===== src/rtl/ram_arb_pkg.sv =====
// ---------------------------------------------------------------------------
// ram_arb_pkg
//
// Shared types and default sizes for the program/data RAM arbiter.
//   arbState_t : arbiter FSM states (IDLE, ISSUE, RDWAIT, HALT)
//   portSel_t  : which requester owns the access in flight (PORT_C, PORT_D)
//   cntWidth() : bits needed to hold a count from 0 up to a given limit
// ---------------------------------------------------------------------------
package ram_arb_pkg;

    localparam int ADDR_W_DEF       = 8;
    localparam int DATA_W_DEF       = 8;
    localparam int STARVE_LIMIT_DEF = 4;

    typedef enum logic [1:0] {
        IDLE   = 2'd0,
        ISSUE  = 2'd1,
        RDWAIT = 2'd2,
        HALT   = 2'd3
    } arbState_t;

    typedef enum logic {
        PORT_C = 1'b0,
        PORT_D = 1'b1
    } portSel_t;

    // Width of a counter that must be able to hold the value 'limit'.
    function automatic int cntWidth(input int limit);
        int w;
        w = $clog2(limit + 1);
        return (w < 1) ? 1 : w;
    endfunction

endpackage


===== src/rtl/starve_counter.sv =====
// ---------------------------------------------------------------------------
// starve_counter
//
// Saturating up-counter that tracks how many consecutive arbitration rounds
// the debug port has lost to the CPU port.
//
// Ports:
//   i_clk    in   system clock, rising edge
//   i_reset  in   synchronous active-low reset
//   i_clear  in   return the count to zero (has priority over i_inc)
//   i_inc    in   count one lost round; holds once LIMIT is reached
//   o_full   out  count has reached LIMIT
// ---------------------------------------------------------------------------
module starve_counter
    import ram_arb_pkg::*;
#(
    parameter int LIMIT = STARVE_LIMIT_DEF
) (
    input  logic i_clk,
    input  logic i_reset,
    input  logic i_clear,
    input  logic i_inc,
    output logic o_full
);

    localparam int CNT_W = cntWidth(LIMIT);
    localparam logic [CNT_W-1:0] LIMIT_V = CNT_W'(LIMIT);

    logic [CNT_W-1:0] count;

    always_ff @(posedge i_clk) begin
        if (!i_reset) begin
            count <= '0;
        end else if (i_clear) begin
            count <= '0;
        end else if (i_inc && (count != LIMIT_V)) begin
            count <= count + 1'b1;
        end
    end

    assign o_full = (count == LIMIT_V);

endmodule


===== src/rtl/ram_arbiter.sv =====
// ---------------------------------------------------------------------------
// ram_arbiter
//
// Shares the single-port program/data RAM between the CPU control path
// (port C) and the debug/program-loader port (port D). One access is in
// flight at a time; the RAM command is driven from registers latched at
// grant time, and read data is returned together with a one-cycle done
// pulse on the port that owned the access.
//
// Ports:
//   i_clk, i_reset             clock (rising edge), sync active-low reset
//   i_cReq/i_cWe/i_cAddr/i_cWData   CPU request, held until o_cDone
//   o_cDone, o_cRData          CPU completion pulse and read data
//   o_cpuStall                 freezes the control step counter
//   i_dReq/i_dWe/i_dAddr/i_dWData   debug request, held until o_dDone
//   o_dDone, o_dRData          debug completion pulse and read data
//   i_dHalt, o_halted          loader halt request / CPU frozen, D owns RAM
//   o_ramAddr/o_ramWe/o_ramWData    RAM command
//   i_ramRData                 RAM read data, one cycle after the address
//
// state  | meaning
// -------+---------------------------------------------------------------
// IDLE   | arbitrate between C and D; a halt request diverts to HALT
// ISSUE  | RAM command on the bus; writes complete here
// RDWAIT | RAM read data arrives; read completes here
// HALT   | CPU frozen; only D is granted, accesses return here
// ---------------------------------------------------------------------------
module ram_arbiter
    import ram_arb_pkg::*;
#(
    parameter int ADDR_W       = ADDR_W_DEF,
    parameter int DATA_W       = DATA_W_DEF,
    parameter int STARVE_LIMIT = STARVE_LIMIT_DEF
) (
    input  logic              i_clk,
    input  logic              i_reset,

    input  logic              i_cReq,
    input  logic              i_cWe,
    input  logic [ADDR_W-1:0] i_cAddr,
    input  logic [DATA_W-1:0] i_cWData,
    output logic              o_cDone,
    output logic [DATA_W-1:0] o_cRData,
    output logic              o_cpuStall,

    input  logic              i_dReq,
    input  logic              i_dWe,
    input  logic [ADDR_W-1:0] i_dAddr,
    input  logic [DATA_W-1:0] i_dWData,
    output logic              o_dDone,
    output logic [DATA_W-1:0] o_dRData,

    input  logic              i_dHalt,
    output logic              o_halted,

    output logic [ADDR_W-1:0] o_ramAddr,
    output logic              o_ramWe,
    output logic [DATA_W-1:0] o_ramWData,
    input  logic [DATA_W-1:0] i_ramRData
);

    arbState_t         state;
    arbState_t         stateNext;
    portSel_t          sel;
    logic              haltMode;
    logic              haltNext;

    logic [ADDR_W-1:0] addrQ;
    logic              weQ;
    logic [DATA_W-1:0] wDataQ;
    logic [DATA_W-1:0] cRDataQ;
    logic [DATA_W-1:0] dRDataQ;

    logic              grantC;
    logic              grantD;
    logic              starveFull;
    logic              starveInc;
    logic              starveClear;
    logic              accessDone;

    // -----------------------------------------------------------------------
    // Starvation tracking: D loses a round only when it was asking and C
    // took the grant. Any D grant, or D not asking, resets the tally.
    // -----------------------------------------------------------------------
    assign starveInc   = grantC && i_dReq;
    assign starveClear = grantD || !i_dReq;

    starve_counter #(
        .LIMIT (STARVE_LIMIT)
    ) u_starve (
        .i_clk   (i_clk),
        .i_reset (i_reset),
        .i_clear (starveClear),
        .i_inc   (starveInc),
        .o_full  (starveFull)
    );

    // -----------------------------------------------------------------------
    // Next-state and grant logic
    // -----------------------------------------------------------------------
    always_comb begin
        stateNext = state;
        haltNext  = haltMode;
        grantC    = 1'b0;
        grantD    = 1'b0;

        unique case (state)
            IDLE: begin
                if (i_dHalt) begin
                    stateNext = HALT;
                    haltNext  = 1'b1;
                end else if (i_dReq && starveFull) begin
                    grantD    = 1'b1;
                    stateNext = ISSUE;
                end else if (i_cReq) begin
                    grantC    = 1'b1;
                    stateNext = ISSUE;
                end else if (i_dReq) begin
                    grantD    = 1'b1;
                    stateNext = ISSUE;
                end
            end

            ISSUE: begin
                if (weQ) begin
                    // A halt raised while this access was in flight takes
                    // effect as soon as it finishes.
                    stateNext = i_dHalt ? HALT : IDLE;
                    haltNext  = i_dHalt;
                end else begin
                    stateNext = RDWAIT;
                end
            end

            RDWAIT: begin
                stateNext = i_dHalt ? HALT : IDLE;
                haltNext  = i_dHalt;
            end

            HALT: begin
                if (!i_dHalt) begin
                    stateNext = IDLE;
                    haltNext  = 1'b0;
                end else if (i_dReq) begin
                    grantD    = 1'b1;
                    stateNext = ISSUE;
                end
            end

            default: begin
                stateNext = IDLE;
                haltNext  = 1'b0;
            end
        endcase
    end

    // -----------------------------------------------------------------------
    // State, command latch and read-data registers
    // -----------------------------------------------------------------------
    always_ff @(posedge i_clk) begin
        if (!i_reset) begin
            state    <= IDLE;
            haltMode <= 1'b0;
            sel      <= PORT_C;
            addrQ    <= '0;
            weQ      <= 1'b0;
            wDataQ   <= '0;
            cRDataQ  <= '0;
            dRDataQ  <= '0;
        end else begin
            state    <= stateNext;
            haltMode <= haltNext;

            if (grantD) begin
                sel    <= PORT_D;
                addrQ  <= i_dAddr;
                weQ    <= i_dWe;
                wDataQ <= i_dWData;
            end else if (grantC) begin
                sel    <= PORT_C;
                addrQ  <= i_cAddr;
                weQ    <= i_cWe;
                wDataQ <= i_cWData;
            end

            if (state == RDWAIT) begin
                if (sel == PORT_C) begin
                    cRDataQ <= i_ramRData;
                end else begin
                    dRDataQ <= i_ramRData;
                end
            end
        end
    end

    // -----------------------------------------------------------------------
    // Outputs
    //
    // Done and write-enable are gated by reset so that an access aborted by
    // reset neither signals completion nor writes the RAM in its last cycle.
    // Read data is forwarded straight from the RAM during RDWAIT so it is
    // valid alongside done; the captured copy holds it afterwards.
    // -----------------------------------------------------------------------
    assign accessDone = i_reset && (((state == ISSUE) && weQ) || (state == RDWAIT));

    assign o_cDone = accessDone && (sel == PORT_C);
    assign o_dDone = accessDone && (sel == PORT_D);

    assign o_cRData = ((state == RDWAIT) && (sel == PORT_C)) ? i_ramRData : cRDataQ;
    assign o_dRData = ((state == RDWAIT) && (sel == PORT_D)) ? i_ramRData : dRDataQ;

    assign o_ramAddr  = addrQ;
    assign o_ramWData = wDataQ;
    assign o_ramWe    = i_reset && (state == ISSUE) && weQ;

    assign o_halted = haltMode;

    // The halt request itself stalls the CPU so no step advances between the
    // loader asking and the FSM actually reaching HALT.
    assign o_cpuStall = (i_cReq && !o_cDone) || haltMode || i_dHalt;

endmodule


===== config.mk =====
export PLATFORM = sky130hd
export DESIGN_NAME = ram_arbiter
export DESIGN_NICKNAME = d
export VERILOG_FILES = /design/src/rtl/ram_arb_pkg.sv /design/src/rtl/starve_counter.sv /design/src/rtl/ram_arbiter.sv
export SDC_FILE = /design/constraint.sdc
export NUM_CORES = 1
export LEC_CHECK = 0
export CORE_MARGIN = 8
export CORE_UTILIZATION = 43
export DETAILED_ROUTE_END_ITERATION = 16
export HOLD_SLACK_MARGIN = 0.03
export PLACE_DENSITY_LB_ADDON = 0.25
export SETUP_SLACK_MARGIN = 0.05
export SLEW_MARGIN = 20
export SYNTH_ARGS = -nofsm -noshare
export SYNTH_HDL_FRONTEND = slang
export SYNTH_SLANG_ARGS = --single-unit

===== constraint.sdc =====
create_clock -name i_clk -period 2.24 [get_ports i_clk]
set_clock_uncertainty 0.05 [all_clocks]
set_input_delay 0.672 -clock i_clk [delete_from_list [all_inputs] [get_ports i_clk]]
set_output_delay 0.672 -clock i_clk [all_outputs]
set_load 0.03 [all_outputs]

==> flow_summary.json <==
{
  "synthMuxAreaShare_pct": 9.19,
  "drt-met1-wl_um": 2980,
  "power.share.combinational_pct": 55.5,
  "wl_met3_um": 502,
  "fmax_ghz": 0.443,
  "dp.cells": 389,
  "seq_area_frac_synth_pct": 38.0,
  "setup_violations": 8,
  "finalWirelength_um": 6990,
  "grt_pass1_vias": 2330,
  "htree_levels": 2,
  "grt_max_degree": 21,
  "cellLeakagePower_nw": 1.43,
  "synth-seq-cells": 40,
  "ys_types": 33,
  "insertion_delay_ps": 290,
  "wl_per_cell_um": 17.4,
  "violations": "setup timing",
  "dieHeight_um": 86.0,
  "crit_required_ps": 1520,
  "ios": 84,
  "cts_tree": "done",
  "viasPerCell": 5.66,
  "cts_root_buffer": "clkbuf_8",
  "powerDensity_mw_per_mm2": 1020,
  "crit_fanout": 8,
  "swShare_pct": 38.7,
  "die_x_um": 86.0,
  "synth_compound_gate_area_share_pct": 24.6,
  "power_frac_seq_pct": 27.0,
  "period_share_pct": 101,
  "maxCapViolCount": 0,
  "critPathCaptureType": "output port",
  "final_cell_mix": "52 x clkdlybuf4s50_1, 37 x dfxtp_1, 30 x buf_4",
  "synth_xor_area_share_pct": 0,
  "drt_pass1_iterations": 4,
  "syn_inst": 229,
  "syn_area_per_cell_um2": 9.21,
  "grt_pass1_wl_um": 11400,
  "postCtsHoldBufs": 0,
  "top_layer": "met4",
  "clock_path_buffers": 2,
  "p_clk_share_pct": 17.6,
  "relSlewSlack_pct": 68.0,
  "dp_hpwl_um": 5060,
  "clk_pin_slew_ps": 80,
  "power.total_mw": 3.62,
  "syn_nets": 283,
  "num_rows": 25,
  "hold_path.class": "register to register",
  "num_vias": 2276,
  "cts.sinks": 40,
  "synth_top_family_by_area": "compound AO/OA/AOI/OAI gates",
  "yosysWarnings": 0,
  "hold_viol_final": 0,
  "async_flop_share_pct": 0,
  "status": "complete, but fails checks",
  "numCtsBuffers": 5,
  "antenna_found_initial": 0,
  "drive_gt1_share_pct": 29.6,
  "arrival_ps": 1530,
  "num_antenna_cells": 0,
  "area_delta_synth_final_pct": 68.4,
  "criticalPathCategory": "register to output port",
  "synth_edf_count": 0,
  "fillCellCount": 331,
  "route.detailed.drc": 0,
  "p_int_mw": 2.22,
  "gp_congestion": 0.866,
  "coreArea_mm2": 0.00472,
  "ant_nets": 0,
  "regArea_um2": 807,
  "drt_iter0_drc": 158,
  "grt_overflow": 0,
  "switching_power_mw": 1.40,
  "finalCriticalPeriod_ps": 2260,
  "synth_fa_ha_area_share_pct": 4.15,
  "fin_util_pct": 75.2,
  "maxSlewViolCount": 0,
  "nets": 388,
  "dieArea_mm2": 0.00740,
  "numPortBuffers": 83,
  "final_common_cell": "clkdlybuf4s50_1",
  "grt_usage_pct": 18.7,
  "syn_area_mm2": 0.00211,
  "worst_pin_slew_ps": 467,
  "final_cells": 402,
  "synth_ff_type": "dfxtp_1",
  "multiInputGateArea_mm2": 0.00130,
  "route.met2.wl_um": 3410,
  "start_util_pct": 44.7,
  "critPathLaunchType": "register",
  "yosys.area_share.simple_pct": 17.4,
  "rsz0062_at_grt": "yes",
  "layout_setup_ws_ps": -15.9,
  "vdd_ir_drop_max_v": 0.000445
}
synthesized netlist by cell type (2+ instances only):
cell | n | area (µm²)
or4_1 | 2 | 15.0
mux2_2 | 16 | 180
a21oi_1 | 4 | 20.0
inv_1 | 8 | 30.0
a211oi_1 | 4 | 30.0
nand2b_1 | 3 | 18.8
and3b_1 | 2 | 17.5
nand4_1 | 2 | 12.5
o31ai_1 | 5 | 37.5
nor2_1 | 4 | 15.0
clkbuf_1 | 14 | 52.6
buf_4 | 2 | 15.0
a2111oi_0 | 17 | 149
buf_6 | 2 | 22.5
nor2b_1 | 4 | 25.0
ha_1 | 7 | 87.6
and2_1 | 19 | 119
o21ai_0 | 20 | 100
nand3_1 | 18 | 90.1
dfxtp_1 | 40 | 801
and3_1 | 2 | 12.5
nand2_1 | 5 | 18.8
buf_2 | 3 | 15.0
a311oi_1 | 17 | 149
path summary, 6_finish.rpt:
check | to | from | cells after the start | slack, ps
worst min-delay path | o_ramAddr[6] | o_ramAddr[6] | 2 | 470
worst max-delay path | o_cRData[6] | state[0] | 6 | -20
worst min register to register | o_ramAddr[6] | o_ramAddr[6] | 2 | 470
worst max register to register | o_ramWData[0] | state[0] | 7 | 260
power groups by stage:
stage          Clock [mW]  Combinational, mW  Sequential (mW)
6_report            0.636               2.01            0.977
5_1_grt             0.671               2.13            0.995
4_1_cts             0.642               1.98            0.974
3_5_place_dp            0               1.72            0.969
3_3_place_gp            0               1.70            0.969
2_1_floorplan           0              0.851             1.12
registers in the layout, summed over array words and instances (netlist names):
name            cells
o_ramAddr           8
sel                 1
o_ramWData          8
weQ                 1
cRDataQ             8
dRDataQ             8
u_starve.count      3
o_halted            1
state               2
timing repair:
item	CTS	global route
buffers inserted	4	1
endpoints found under the setup margin	20	18
pin swaps	4	2
gates cloned	0	0
gates resized for setup	65	4
through the flow:
stage	hold WS [ps]	TNS, ps	instance area (µm²)	setup slack (ps)
after floorplan	416	0	2120	60.5
after global routing	487	-589	3550	-61.3
after CTS	471	-196	3530	-36.8
after global placement	449	-3090	3190	-169
final	473	-57.5	3550	-15.9
after detailed placement	452	-4540	3190	-254
logic make-up after synthesis:
kind of cell,after synthesis
AOI/OAI and AO/OA,71
and+or+nand+nor,64
DFF,40
buffers and inverters,30
muxes,17
adders and majority gates,7
routing by layer:
layer  vias to the layer above  GRT usage, %
met5                         -             0
met4                         0          5.10
met3                         9          5.44
met2                        97          32.7
met1                      1084          21.5
li1                       1086             -
worst max-delay path, stage by stage, from the launching register on:
cell and delay (ps):
dfxtp_2 340, inv_2 50, ha_4 180, nand2b_4 80, buf_12 130, mux2_4 320, buf_12 140
final cells by class:
cell class | count | share of cell area (%)
clock inverter | 2 | 1.09
sequential | 40 | 22.7
timing repair buffer | 120 | 34.0
multi-input combinational | 159 | 36.7
tap | 67 | 2.36
inverter | 8 | 0.845
clock buffer | 6 | 2.32
Note: power is estimated with default switching activity, not from simulation.
